**src/rtl/bus_mux_arbiter.sv**
```systemverilog
// bus_mux_arbiter: round-robin arbiter and sequencer for an 8-bit, 4:1 bus mux.
// Four requesters each present one data byte and a request line. One requester at a
// time is granted the bus. Its byte goes to a single sink over a valid/ready handshake,
// and each completed beat is acknowledged to the winner.
//
// Ports:
//   clk      - clock, rising edge
//   rst_n    - asynchronous active-low reset
//   i_req    - request lines, bit k = requester k
//   i_data   - packed requester bytes, requester k owns [8k+7:8k]
//   i_ready  - sink accepts o_data this cycle
//   o_gnt    - one-hot grant, zero when idle
//   o_sel    - binary index of the granted requester (mux select)
//   o_valid  - o_data valid for the sink
//   o_data   - i_data byte selected by o_sel
//   o_ack    - one-hot beat-accepted pulse to the granted requester
//
// Configuration macro: ARB_BURST_EN. When it is defined, a requester may keep the grant
// for up to MAX_BURST consecutive beats. When it is undefined, every beat ends the grant.
module bus_mux_arbiter #(
  parameter int unsigned MAX_BURST = 4
) (
  input  logic        clk,
  input  logic        rst_n,
  input  logic [3:0]  i_req,
  input  logic [31:0] i_data,
  input  logic        i_ready,
  output logic [3:0]  o_gnt,
  output logic [1:0]  o_sel,
  output logic        o_valid,
  output logic [7:0]  o_data,
  output logic [3:0]  o_ack
);

  localparam logic StIdle  = 1'b0;
  localparam logic StGrant = 1'b1;

  logic       r_state, w_state_d;
  logic [1:0] r_sel, w_sel_d;
  logic [1:0] r_last, w_last_d;
  logic [3:0] r_gnt, w_gnt_d;
  logic [1:0] w_win;
  logic       w_win_any;
  logic       w_beat;
  logic       w_do_arb;
  logic       w_go_idle;

`ifdef ARB_BURST_EN
  logic [3:0] r_beats, w_beats_d;
`else
  // The burst length is meaningful only when bursts are compiled in.
  logic w_unused_burst;
  assign w_unused_burst = (MAX_BURST > 0);
`endif

  assign o_valid = (r_state == StGrant) & i_req[r_sel];
  assign w_beat  = o_valid & i_ready;
  assign o_ack   = w_beat ? r_gnt : 4'b0000;
  assign o_data  = i_data[{r_sel, 3'b000} +: 8];
  assign o_gnt   = r_gnt;
  assign o_sel   = r_sel;

  // Search starts one past the last winner, so the last winner gets the lowest priority.
  always_comb begin
    w_win     = r_last;
    w_win_any = 1'b0;
    for (int unsigned k = 1; k <= 4; k++) begin
      if (!w_win_any && i_req[r_last + 2'(k)]) begin
        w_win     = r_last + 2'(k);
        w_win_any = 1'b1;
      end
    end
  end

  always_comb begin
    w_state_d = r_state;
    w_sel_d   = r_sel;
    w_gnt_d   = r_gnt;
    w_last_d  = r_last;
    w_do_arb  = 1'b0;
    w_go_idle = 1'b0;
`ifdef ARB_BURST_EN
    w_beats_d = r_beats;
`endif
    unique case (r_state)
      StIdle: w_do_arb = w_win_any;
      StGrant: begin
        if (w_beat) begin
`ifdef ARB_BURST_EN
          if (i_req[r_sel] && ((32'(r_beats) + 32'd1) < MAX_BURST)) begin
            w_beats_d = r_beats + 4'd1;
          end else begin
            w_do_arb  = w_win_any;
            w_go_idle = !w_win_any;
          end
`else
          w_do_arb  = w_win_any;
          w_go_idle = !w_win_any;
`endif
        end else if (!i_req[r_sel]) begin
          // The owner withdrew. Drop the grant and re-arbitrate from idle next cycle.
          w_go_idle = 1'b1;
        end
      end
      default: w_go_idle = 1'b1;
    endcase

    if (w_do_arb) begin
      w_state_d = StGrant;
      w_sel_d   = w_win;
      w_gnt_d   = 4'b0001 << w_win;
      w_last_d  = w_win;
`ifdef ARB_BURST_EN
      w_beats_d = 4'd0;
`endif
    end
    if (w_go_idle) begin
      w_state_d = StIdle;
      w_gnt_d   = 4'b0000;
    end
  end

  always_ff @(posedge clk or negedge rst_n) begin
    if (!rst_n) begin
      r_state <= StIdle;
      r_sel   <= 2'd0;
      r_gnt   <= 4'b0000;
      r_last  <= 2'd3;
`ifdef ARB_BURST_EN
      r_beats <= 4'd0;
`endif
    end else begin
      r_state <= w_state_d;
      r_sel   <= w_sel_d;
      r_gnt   <= w_gnt_d;
      r_last  <= w_last_d;
`ifdef ARB_BURST_EN
      r_beats <= w_beats_d;
`endif
    end
  end

endmodule

```
**config.mk**
```make
export PLATFORM = sky130hd
export DESIGN_NAME = bus_mux_arbiter
export DESIGN_NICKNAME = d
export VERILOG_FILES = /design/src/rtl/bus_mux_arbiter.sv
export SDC_FILE = /design/constraint.sdc
export NUM_CORES = 1
export LEC_CHECK = 0
export BUFFER_PORTS_ARGS = -buffer_cell sky130_fd_sc_hd__buf_2
export CELL_PAD_IN_SITES_DETAIL_PLACEMENT = 1
export CELL_PAD_IN_SITES_GLOBAL_PLACEMENT = 2
export CORE_UTILIZATION = 23
export DETAILED_ROUTE_END_ITERATION = 8
export GPL_TIMING_DRIVEN = 0
export PLACE_DENSITY = 0.81
export RECOVER_POWER = 100
export SYNTH_ARGS = -nofsm -noshare
export SYNTH_HDL_FRONTEND = slang
export SYNTH_SLANG_ARGS = --single-unit
```
**constraint.sdc**
```tcl
create_clock -name clk -period 3.05 [get_ports clk]
set_input_delay 0.305 -clock clk [delete_from_list [all_inputs] [get_ports clk]]
set_output_delay 0.305 -clock clk [all_outputs]
set_load 0.03 [all_outputs]
```
==> results of run 1 <==
## cell usage after synthesis, types with 2 or more instances
| cell | number | area (um2) |
|---|---|---|
| sky130_fd_sc_hd__o2bb2ai_1 | 2 | 17.5 |
| sky130_fd_sc_hd__nand2b_1 | 2 | 12.5 |
| sky130_fd_sc_hd__o21ai_0 | 4 | 20.0 |
| sky130_fd_sc_hd__nor2b_1 | 2 | 12.5 |
| sky130_fd_sc_hd__inv_1 | 2 | 7.51 |
| sky130_fd_sc_hd__and2_1 | 4 | 25.0 |
| sky130_fd_sc_hd__mux2_4 | 2 | 30.0 |
| sky130_fd_sc_hd__a32o_1 | 2 | 20.0 |
| sky130_fd_sc_hd__a21oi_1 | 2 | 10.0 |
| sky130_fd_sc_hd__mux4_1 | 8 | 210 |
| sky130_fd_sc_hd__o21a_1 | 3 | 22.5 |
| sky130_fd_sc_hd__nor2_1 | 2 | 7.51 |
| sky130_fd_sc_hd__dfrtp_1 | 7 | 175 |
| sky130_fd_sc_hd__dfstp_2 | 2 | 52.6 |
## cells by family (layout without fill, tap and decap cells)
family                 count (synthesis)  count (layout)
flip-flops                             9               9
buffers and inverters                  4              66
AND/OR/NAND/NOR                       17              17
AO/OA/AOI/OAI                         15              15
multiplexers                          11              11
## sequential cells by signal, indices dropped and copies added, names as in the netlist
register / cells
r_state: 1
o_sel: 2
o_gnt: 4
r_last: 2
## worst max-delay path, stage by stage, from the launching register on
cell	delay, ps
sky130_fd_sc_hd__dfrtp_1	360
sky130_fd_sc_hd__buf_6	160
sky130_fd_sc_hd__mux4_2	560
sky130_fd_sc_hd__and3_1	250
sky130_fd_sc_hd__and2_1	170
sky130_fd_sc_hd__clkbuf_1	200
## final cells by class
type | instances | share of cell area
multi-input cells | 43 | 0.432
repair buffers | 58 | 0.255
flip-flops and latches | 9 | 0.214
well taps | 44 | 0.0517
clock buffers | 4 | 0.0247
plain buffers | 2 | 0.0153
inverters | 2 | 0.00705
## metrics by stage
step	std cells	worst slack [ps]	hold WS, ps
after floorplan	56	996	9.41
after detailed placement	157	1050	163
after CTS	162	763	431
after global placement	157	1080	160
final	162	790	514
after global routing	162	681	537
## path summary, 6_finish.rpt
| check | start | end | slack [ps] | depth (start not counted) |
|---|---|---|---|---|
| hold / removal | o_gnt[0] | o_gnt[0] | 510 | 1 |
| max in group asynchronous | rst_n | r_last[0] | 2160 | 2 |
| setup / recovery | o_sel[0] | o_ack[0] | 790 | 5 |
| min in group asynchronous | rst_n | o_sel[0] | 540 | 2 |
| hold reg to reg | o_gnt[0] | o_gnt[0] | 510 | 1 |
| setup reg to reg | o_sel[0] | o_sel[0] | 1150 | 5 |
## report_power, final
group / switching, mW / total, mW / internal (mW)
Combinational: 0.430 / 0.691 / 0.261
Sequential: 0.0435 / 0.228 / 0.184
Clock: 0.0355 / 0.0855 / 0.0500
Total: 0.509 / 1.00 / 0.495
## layer usage
layer  global-route usage  vias to the layer above  part of all wire
met1                0.125                      367              0.37
met5                    0                        -                 0
met2                0.240                       48              0.50
li1                     -                      355                 -
met3               0.0462                        0              0.13
met4               0.0204                        0                 0
==> impl_metrics.sql, run 1 <==
INSERT INTO impl_metrics (metric_group, metric, value, unit) VALUES
('global_route', 'track_usage', '0.123', ''),
('setup_path', 'cp.arrival', '1950', 'ps'),
('clock_tree', 'cts-htree-levels', '1', ''),
('place', 'port_buffers', '57', ''),
('synthesis', 'synth-simple-area-share', '0.135', ''),
('synthesis', 'syn_inst', '56', ''),
('cells_and_area', 'multi_input_combinational_cell_area', '460', 'um2'),
('synthesis', 'dominant_combinational_cell_family_by_area_after_synthesis', 'multiplexers', ''),
('clock_tree', 'post_cts_hold_buffer_count', '1', ''),
('clock_tree', 'tritoncts_num_sinks', '9', ''),
('route', 'viasPerCell', '4.75', ''),
('synthesis', 'seq_area_frac_synth', '0.308', ''),
('synthesis', 'synthesis.area', '739', 'um2'),
('place', 'routabilityCongestion', '0.744', ''),
('timing', 'final.setup.tns', '0', 'ps'),
('global_route', 'largest_net_degree_at_the_start_of_global_routing', '11', ''),
('setup_path', 'path_class', 'reg2out', ''),
('status', 'outcome', 'complete, no violations', ''),
('synthesis', 'postSynthAreaPerCell', '13.2', 'um2'),
('clock_tree', 'cts_max_path_buffers', '2', ''),
('clock_tree', 'post_cts_resized', '0', ''),
('floorplan', 'design.die.area', '0.00345', 'mm2'),
('cells_and_area', 'most_common_cell_after_layout_fill_and_taps_aside', 'sky130_fd_sc_hd__buf_2', ''),
('clock_tree', 'clkTransAtPathRegs', '60', 'ps'),
('place', 'dp.final_hpwl', '1840', 'um'),
('setup_path', 'worstPathRequired', '2740', 'ps'),
('global_route', 'first_global_vias', '730', ''),
('clock_tree', 'clockRootBuffer', 'sky130_fd_sc_hd__clkbuf_4', ''),
('route', 'postRouteWirelength', '2140', 'um'),
('clock_tree', 'clock_insertion_delay_worst_skew', '250', 'ps'),
('synthesis', 'synthXorXnorAreaFrac', '0', ''),
('cells_and_area', 'layout-area-overhead-vs-synth', '44.0', '%'),
('floorplan', 'std_cell_rows', '20', ''),
('setup_path', 'cp-end-kind', 'output port', ''),
('timing', 'final.min_clock_period', '2260', 'ps'),
('synthesis', 'post_synth_num_cell_types', '26', ''),
('global_route', 'grt_antenna_before_repair', '0', ''),
('synthesis', 'synth_enable_flop_cells', '0', ''),
('global_route', 'wire_length_of_the_first_global_routing_pass', '3220', 'um'),
('synthesis', 'syn-num-nets', '95', ''),
('cells_and_area', 'ff_latch_area', '228', 'um2'),
('synthesis', 'ys_async_sr_fraction', '1.00', ''),
('synthesis', 'muxShareOfSynthArea', '0.355', ''),
('timing', 'max_freq', '443', 'MHz'),
('floorplan', 'die_h', '58.7', 'um'),
('floorplan', 'io_pins', '58', ''),
('cells_and_area', 'fillCellCount', '381', ''),
('place', 'postPlaceCellArea', '0.00108', 'mm2'),
('cells_and_area', 'final_stage_net_count', '158', ''),
('cells_and_area', 'finalCoreUtilization', '0.349', ''),
('timing', 'setup_violations', '0', ''),
('synthesis', 'ys.flop_type', 'sky130_fd_sc_hd__dfrtp_1', ''),
('cells_and_area', 'layout_common_cells', 'sky130_fd_sc_hd__buf_2, sky130_fd_sc_hd__clkbuf_1, sky130_fd_sc_hd__mux4_1', ''),
('timing', 'finalMaxSlewViolations', '0', ''),
('timing', 'finalHoldViolCount', '0', ''),
('timing', 'timing_worst_slew_pin_value', '636', 'ps'),
('timing', 'finClkSkew', '1.10', 'ps'),
('route', 'antenna_violating_nets_post_route', '0', ''),
('setup_path', 'worstSetupStartpointType', 'register', ''),
('route', 'drt_pass1_iterations', '3', ''),
('pwr', 'leakage', '0.490', 'nW'),
('synthesis', 'ys.warnings.count', '0', ''),
('setup_path', 'crit_path_max_fanout', '10', ''),
('worst_hold_path', 'hp-class', 'reg2reg', ''),
('clock_tree', 'cts_setup_buffers', '0', ''),
('route', 'detail_route.drc_violations', '0', ''),
('timing', 'max_slew_margin_vs_limit', '0.576', ''),
('route', 'routedWlPerCell', '13.2', 'um'),
('clock_tree', 'cts_tree', 'built', ''),
('route', 'routed-via-count', '770', ''),
('global_route', 'grt-ovfl-total', '0', '');
Power figures use the tool's default switching activity.
==> run 2, diff against run 1 <==
--- a/config.mk
+++ b/config.mk
@@ -5,13 +5,14 @@
 export SDC_FILE = /design/constraint.sdc
 export NUM_CORES = 1
 export LEC_CHECK = 0
+export ABC_AREA = 1
 export BUFFER_PORTS_ARGS = -buffer_cell sky130_fd_sc_hd__buf_2
 export CELL_PAD_IN_SITES_DETAIL_PLACEMENT = 1
 export CELL_PAD_IN_SITES_GLOBAL_PLACEMENT = 2
-export CORE_UTILIZATION = 23
+export CORE_UTILIZATION = 22
 export DETAILED_ROUTE_END_ITERATION = 8
 export GPL_TIMING_DRIVEN = 0
-export PLACE_DENSITY = 0.81
+export PLACE_DENSITY = 0.79
 export RECOVER_POWER = 100
 export SYNTH_ARGS = -nofsm -noshare
 export SYNTH_HDL_FRONTEND = slang
==> constraint.sdc (replaced) <==
create_clock -name clk -period 2.1 [get_ports clk]
set_input_delay 0.21 -clock clk [delete_from_list [all_inputs] [get_ports clk]]
set_output_delay 0.21 -clock clk [all_outputs]
set_load 0.03 [all_outputs]
==> impl_metrics.sql, run 2 <==
INSERT INTO impl_metrics (metric_group, metric, value, unit) VALUES
('status', 'outcome', 'complete, no violations', ''),
('floorplan', 'design.die.area', '0.00524', 'mm2'),
('cells_and_area', 'layout-area-overhead-vs-synth', '36.5', '%'),
('synthesis', 'synth_area_leader_cell', 'sky130_fd_sc_hd__dfrtp_1', ''),
('floorplan', 'die_h', '72.4', 'um'),
('route', 'routedWlPerCell', '11.0', 'um'),
('setup_path', 'cp.arrival', '2020', 'ps'),
('setup_path', 'path_class', 'reg2reg', ''),
('setup_path', 'timing.reg2reg.worst_path_depth', '10', ''),
('route', 'viasPerCell', '4.27', ''),
('timing', 'timing_worst_slew_pin_value', '509', 'ps'),
('worst_hold_path', 'hp-class', 'in2async', ''),
('synthesis', 'postSynthAreaPerCell', '6.46', 'um2'),
('timing', 'post_route_worst_setup_slack', '206', 'ps'),
('setup_path', 'rr_endpoint', 'o_sel[0]', ''),
('place', 'port_buffers', '57', ''),
('clock_tree', 'cts_buffers', '3', ''),
('timing', 'fin_hold_ws', '457', 'ps'),
('clock_tree', 'cts_max_path_buffers', '2', ''),
('synthesis', 'syn-num-nets', '208', ''),
('clock_tree', 'clockRootBuffer', 'sky130_fd_sc_hd__clkbuf_8', ''),
('cells_and_area', 'ant_diodes', '0', ''),
('route', 'routed-via-count', '1267', ''),
('setup_path', 'worstSetupStartpointType', 'register', ''),
('floorplan', 'std_cell_rows', '25', ''),
('setup_path', 'cp-end-kind', 'register', ''),
('cells_and_area', 'flip_flop_count_of_the_largest_register_all_copies_and_words_added', '4', ''),
('timing', 'finClkSkew', '6.36', 'ps'),
('cells_and_area', 'layout_common_cells', 'sky130_fd_sc_hd__nand2_1, sky130_fd_sc_hd__buf_2, sky130_fd_sc_hd__nor2_1', ''),
('setup_path', 'r2r_setup_slack', '210', 'ps'),
('timing', 'max_freq', '528', 'MHz'),
('synthesis', 'ys.flop_type', 'sky130_fd_sc_hd__dfrtp_1', ''),
('global_route', 'wire_length_of_the_first_global_routing_pass', '5550', 'um'),
('synthesis', 'netlist_top_cells_area', 'sky130_fd_sc_hd__dfrtp_1, sky130_fd_sc_hd__nand2_1, sky130_fd_sc_hd__nand2_4', ''),
('timing', 'setup_repair_after_global_routing_missed_its_margin', 'false', ''),
('route', 'drt_pass1_iterations', '4', ''),
('clock_tree', 'cts-htree-levels', '1', ''),
('cells_and_area', 'finalCoreUtilization', '0.313', ''),
('clock_tree', 'post_cts_resized', '0', ''),
('cells_and_area', 'layoutNonFillerInstCount', '297', ''),
('clock_tree', 'cts_tree', 'built', ''),
('synthesis', 'ys.warnings.count', '0', ''),
('floorplan', 'floorplan.die.width', '72.4', 'um'),
('synthesis', 'synth_top_area_share', '0.161', ''),
('timing', 'setup_violations', '0', ''),
('global_route', 'first_global_vias', '1305', ''),
('timing', 'final.setup.tns', '0', 'ps'),
('place', 'dp.final_hpwl', '2750', 'um'),
('timing', 'final.min_clock_period', '1890', 'ps'),
('synthesis', 'synthesis.area', '0.00109', 'mm2'),
('floorplan', 'fp.coreArea', '0.00475', 'mm2'),
('pwr', 'leakage', '0.787', 'nW'),
('global_route', 'grt_antenna_before_repair', '0', ''),
('synthesis', 'seq_area_frac_synth', '0.209', ''),
('timing', 'post-route-period-util', '0.902', ''),
('global_route', 'grt-ovfl-total', '0', ''),
('place', 'routabilityCongestion', '0.706', ''),
('route', 'postRouteWirelength', '3280', 'um'),
('place', 'place.detailed.instances', '293', ''),
('clock_tree', 'clkTransAtPathRegs', '50', 'ps'),
('synthesis', 'synthTopCellsByCount', 'sky130_fd_sc_hd__nand2_1, sky130_fd_sc_hd__nor2_1, sky130_fd_sc_hd__o21ai_0', ''),
('synthesis', 'synth_enable_flop_cells', '0', ''),
('synthesis', 'post_synth_num_cell_types', '24', ''),
('global_route', 'largest_net_degree_at_the_start_of_global_routing', '11', ''),
('clock_tree', 'clock_insertion_delay_worst_skew', '240', 'ps'),
('clock_tree', 'tritoncts_num_sinks', '9', ''),
('global_route', 'track_usage', '0.134', ''),
('cells_and_area', 'most_common_cell_after_layout_fill_and_taps_aside', 'sky130_fd_sc_hd__nand2_1', ''),
('synthesis', 'yosysMostFrequentCell', 'sky130_fd_sc_hd__nand2_1', ''),
('synthesis', 'synth.ff_latch_count', '9', ''),
('synthesis', 'ys_async_sr_fraction', '1.00', ''),
('route', 'antenna_violating_nets_post_route', '0', ''),
('floorplan', 'io_pins', '58', ''),
('timing', 'max_slew_margin_vs_limit', '0.661', ''),
('cells_and_area', 'drive_above_1_share', '0.409', ''),
('timing', 'finalMaxSlewViolations', '0', ''),
('synthesis', 'syn_inst', '169', ''),
('floorplan', 'initial_utilization', '0.229', ''),
('route', 'detail_route.drc_violations', '0', ''),
('timing', 'finalHoldViolCount', '0', ''),
('setup_path', 'crit_path_max_fanout', '10', ''),
('place', 'placement_stage_worst_setup_slack', '351', 'ps'),
('cells_and_area', 'final_stage_net_count', '270', ''),
('flow_run', 'max-cap-violations', '0', ''),
('pwr', 'power.density', '1880', 'mW/mm2'),
('route', 'drt-initial-drc-count', '45', ''),
('pwr', 'vdd_drop_max', '0.541', 'mV'),
('setup_path', 'rr_startpoint', 'r_last[0]', ''),
('setup_path', 'worstPathRequired', '2230', 'ps');
==> run 2: changes by cell type after synthesis, sizes merged, moves of 5 or more <==
cell / delta
mux4: -9
inv: +13
o22ai: +8
and2: -5
nand2: +67
nor2: +23
nand3: +15
o21ai: +17
==> run 2: cell type report <==
class | instances | area (um2)
clock buffers | 3 | 41.3
flip-flops and latches | 9 | 228
inverters | 15 | 71.3
well taps | 67 | 83.8
repair buffers | 58 | 285
plain buffers | 5 | 32.5
fillers | 662 | 3270
multi-input cells | 139 | 742
clock inverters | 1 | 5.00
==> run 2: worst max path at each step <==
stage,start,endpoint,slack (ps)
after global routing,o_sel[0],o_ack[2],30
after global placement,r_last[0],o_sel[0],350
after floorplan,o_sel[0],o_ack[0],230
after CTS,o_sel[0],o_data[3],60
after detailed placement,o_sel[0],o_data[3],350
final,r_last[0],o_sel[0],210
==> run 2: power by group <==
| group | total, mW | internal, mW | leakage [nW] | switching [mW] |
|---|---|---|---|---|
| clock network | 0.204 | 0.130 | 0.0255 | 0.0746 |
| logic | 2.27 | 0.684 | 0.652 | 1.59 |
| registers | 0.319 | 0.273 | 0.109 | 0.0455 |
==> run 2: what timing repair did <==
item / CTS / global route
endpoints found under the hold margin: 7 / 0
setup buffers: 0 / 0
setup endpoints to repair: 0 / 7
hold buffers: 1 / 0
==> run 2: per-stage QoR <==
step           cell area [um2]  power, mW
6_report                  1490       2.79
5_1_grt                   1490       3.09
4_1_cts                   1520       2.91
3_5_place_dp              1460       2.69
3_3_place_gp              1460       2.68
2_1_floorplan             1090       2.15
==> run 2: cells by family after synthesis <==
family,after synthesis,synth area share
simple gates,109,0.529
buf+inv,21,0.107
compound gates,30,0.156
flops,9,0.209
==> run 2: layer usage <==
layer,routed length [um],share of wire,track usage
met1,1460,0.45,0.154
met2,1630,0.50,0.250
met3,183,0.056,0.0347
met4,0,0,0.0196
met5,0,0,0
==> run 2: critical path, cell delays in order, from the launching register on <==
cell	delay, ps
sky130_fd_sc_hd__dfstp_2	510
sky130_fd_sc_hd__clkbuf_2	280
sky130_fd_sc_hd__inv_8	90
sky130_fd_sc_hd__nand2_1	90
sky130_fd_sc_hd__nand2_1	70
sky130_fd_sc_hd__o21ai_0	250
sky130_fd_sc_hd__nand3_2	140
sky130_fd_sc_hd__nand2_4	140
sky130_fd_sc_hd__inv_2	80
sky130_fd_sc_hd__nand2_2	80
sky130_fd_sc_hd__o21ai_2	50
==> run 3, diff against run 2 <==
--- a/config.mk
+++ b/config.mk
@@ -9,6 +9,7 @@
 export BUFFER_PORTS_ARGS = -buffer_cell sky130_fd_sc_hd__buf_2
 export CELL_PAD_IN_SITES_DETAIL_PLACEMENT = 1
 export CELL_PAD_IN_SITES_GLOBAL_PLACEMENT = 2
+export CORE_ASPECT_RATIO = 0.9
 export CORE_UTILIZATION = 22
 export DETAILED_ROUTE_END_ITERATION = 8
 export GPL_TIMING_DRIVEN = 0
==> constraint.sdc (replaced) <==
create_clock -name clk -period 1.91 [get_ports clk]
set_input_delay 0.191 -clock clk [delete_from_list [all_inputs] [get_ports clk]]
set_output_delay 0.191 -clock clk [all_outputs]
set_load 0.03 [all_outputs]
==> impl_metrics.sql, run 3 (synthesized netlist as in run 2, its figures left out) <==
INSERT INTO impl_metrics (metric_group, metric, value, unit) VALUES
('timing', 'post-route-period-util', '0.936', ''),
('pwr', 'power.density', '2080', 'mW/mm2'),
('route', 'top_signal_layer_used', 'met4', ''),
('timing', 'setup_violations', '0', ''),
('setup_path', 'timing.reg2reg.worst_path_depth', '12', ''),
('route', 'routedWlPerCell', '12.1', 'um'),
('floorplan', 'std_cell_rows', '23', ''),
('cells_and_area', 'flip_flop_count_of_the_largest_register_all_copies_and_words_added', '4', ''),
('route', 'antenna_violating_nets_post_route', '0', ''),
('pwr', 'leakage', '0.786', 'nW'),
('timing', 'post_route_worst_setup_slack', '121', 'ps'),
('timing', 'finalMaxSlewViolations', '0', ''),
('setup_path', 'endpoint', 'o_ack[3]', ''),
('cells_and_area', 'layout-area-overhead-vs-synth', '37.6', '%'),
('cells_and_area', 'layout_common_cells', 'sky130_fd_sc_hd__nand2_1, sky130_fd_sc_hd__buf_2, sky130_fd_sc_hd__nor2_1', ''),
('route', 'routed-via-count', '1286', ''),
('route', 'met2_wirelength', '1780', 'um'),
('timing', 'finalHoldViolCount', '0', ''),
('setup_path', 'rr_endpoint', 'o_sel[0]', ''),
('route', 'drt_pass1_iterations', '4', ''),
('setup_path', 'cp-end-kind', 'output port', ''),
('setup_path', 'rr_startpoint', 'r_last[1]', ''),
('place', 'placement_stage_worst_setup_slack', '167', 'ps'),
('clock_tree', 'clkTransAtPathRegs', '50', 'ps'),
('floorplan', 'design.die.area', '0.00525', 'mm2'),
('cells_and_area', 'layoutNonFillerInstCount', '292', ''),
('floorplan', 'die_h', '68.8', 'um'),
('setup_path', 'crit_path_max_fanout', '19', ''),
('clock_tree', 'clock_insertion_delay_worst_skew', '230', 'ps'),
('place', 'place.detailed.instances', '288', ''),
('cells_and_area', 'final_stage_net_count', '270', ''),
('clock_tree', 'cts_tree', 'built', ''),
('route', 'met3RoutedLength', '70', 'um'),
('setup_path', 'timing.critical_path.from', 'o_sel[0]', ''),
('global_route', 'track_usage', '0.144', ''),
('cells_and_area', 'ant_diodes', '0', ''),
('timing', 'timing_worst_slew_pin_value', '484', 'ps'),
('route', 'postRouteWirelength', '3520', 'um'),
('clock_tree', 'tritoncts_num_sinks', '9', ''),
('pwr', 'power_consumption', '3.12', 'mW'),
('clock_tree', 'clockRootBuffer', 'sky130_fd_sc_hd__clkbuf_8', ''),
('global_route', 'largest_net_degree_at_the_start_of_global_routing', '20', ''),
('floorplan', 'io_pins', '58', ''),
('route', 'viasPerCell', '4.40', ''),
('clock_tree', 'cts_max_path_buffers', '2', ''),
('floorplan', 'floorplan.die.width', '76.2', 'um'),
('route', 'detail_route.drc_violations', '0', ''),
('timing', 'max_freq', '559', 'MHz'),
('global_route', 'first_global_vias', '1349', ''),
('timing', 'final.min_clock_period', '1790', 'ps'),
('pwr', 'vdd_drop_max', '0.794', 'mV'),
('setup_path', 'cp.arrival', '1600', 'ps'),
('global_route', 'grt-ovfl-total', '0', ''),
('setup_path', 'worstSetupStartpointType', 'register', ''),
('place', 'port_buffers', '57', ''),
('place', 'dp.final_hpwl', '2880', 'um'),
('setup_path', 'r2r_setup_slack', '160', 'ps'),
('cells_and_area', 'drive_above_1_share', '0.409', ''),
('clock_tree', 'cts_buffers', '3', ''),
('clock_tree', 'cts-htree-levels', '1', ''),
('status', 'outcome', 'complete, no violations', ''),
('timing', 'finClkSkew', '4.60', 'ps'),
('global_route', 'grt_antenna_before_repair', '0', ''),
('worst_hold_path', 'hp-class', 'in2async', ''),
('setup_path', 'worstPathRequired', '1720', 'ps'),
('flow_run', 'max-cap-violations', '0', ''),
('place', 'routabilityCongestion', '0.736', ''),
('floorplan', 'initial_utilization', '0.237', ''),
('global_route', 'wire_length_of_the_first_global_routing_pass', '5940', 'um'),
('timing', 'max_slew_margin_vs_limit', '0.677', ''),
('cells_and_area', 'most_common_cell_after_layout_fill_and_taps_aside', 'sky130_fd_sc_hd__nand2_1', ''),
('cells_and_area', 'finalCoreUtilization', '0.326', ''),
('route', 'drt-initial-drc-count', '43', ''),
('route', 'met1Wirelength', '1620', 'um'),
('floorplan', 'fp.coreArea', '0.00460', 'mm2'),
('setup_path', 'path_class', 'reg2out', '');
[run 3: changes by cell type in the layout (fill, tap and decap cells not counted)]
cell,before,now
sky130_fd_sc_hd__clkbuf_2,12,6
sky130_fd_sc_hd__buf_4,1,5
sky130_fd_sc_hd__clkbuf_1,9,11
sky130_fd_sc_hd__nor2_2,1,3
sky130_fd_sc_hd__buf_6,1,2
sky130_fd_sc_hd__clkinv_2,1,0
sky130_fd_sc_hd__inv_2,3,2
sky130_fd_sc_hd__inv_4,1,2
sky130_fd_sc_hd__inv_6,1,0
sky130_fd_sc_hd__inv_8,1,2
sky130_fd_sc_hd__nand2_1,47,46
sky130_fd_sc_hd__nand2_2,11,12
sky130_fd_sc_hd__nor2_1,22,21
sky130_fd_sc_hd__nor2_4,2,1
[run 3: layout make-up]
| type | instances | area [um2] |
|---|---|---|
| plain buffers | 5 | 40.0 |
| repair buffers | 58 | 293 |
| well taps | 62 | 77.6 |
| multi-input cells | 139 | 742 |
| fillers | 638 | 3100 |
| clock buffers | 4 | 45.0 |
| flip-flops and latches | 9 | 228 |
| inverters | 15 | 76.3 |
[run 3: where the power goes]
group,internal [mW],leakage (nW),switching (mW)
clock,0.145,0.0228,0.0743
sequential,0.301,0.109,0.0522
combinational,0.773,0.654,1.77
[run 3: layer usage]
layer  track usage  vias to the layer above
met5             0                        -
met2         0.285                       20
met4        0.0433                        0
met3        0.0197                        4
met1         0.164                      593
li1              -                      669
[run 3: worst min path at each step]
stage,from,endpoint,slack [ps],cells past startpoint
floorplan,rst_n,o_gnt[0],-100,0
global route,rst_n,o_gnt[1],470,2
finish,rst_n,o_gnt[1],430,2
detailed placement,rst_n,o_gnt[1],50,1
CTS,rst_n,o_gnt[1],340,2
global placement,rst_n,o_gnt[1],50,1
[run 3: timing repair]
action	CTS	global route
resized for setup	0	11
hold buffers	1	0
gates cloned	0	0
endpoints found under the setup margin	8	8
hold endpoints to repair	7	0
setup buffers	0	0
[run 3: metrics by stage]
step	area, um2	setup TNS [ps]	hold slack, ps
after floorplan	1090	0	-105
after global placement	1450	0	50.1
after detailed placement	1450	0	52.7
after CTS	1510	0	342
after global routing	1500	-21.7	468
final	1500	0	425
[run 3: critical path, stage by stage (launching register included)]
cell and delay, ps:
sky130_fd_sc_hd__dfrtp_1 380, sky130_fd_sc_hd__buf_6 150, sky130_fd_sc_hd__inv_8 110, sky130_fd_sc_hd__nand2_1 60
sky130_fd_sc_hd__nand3_1 80, sky130_fd_sc_hd__nand2_2 90, sky130_fd_sc_hd__nor2_4 100, sky130_fd_sc_hd__nand2_2 100
sky130_fd_sc_hd__nor2_1 120, sky130_fd_sc_hd__buf_4 180
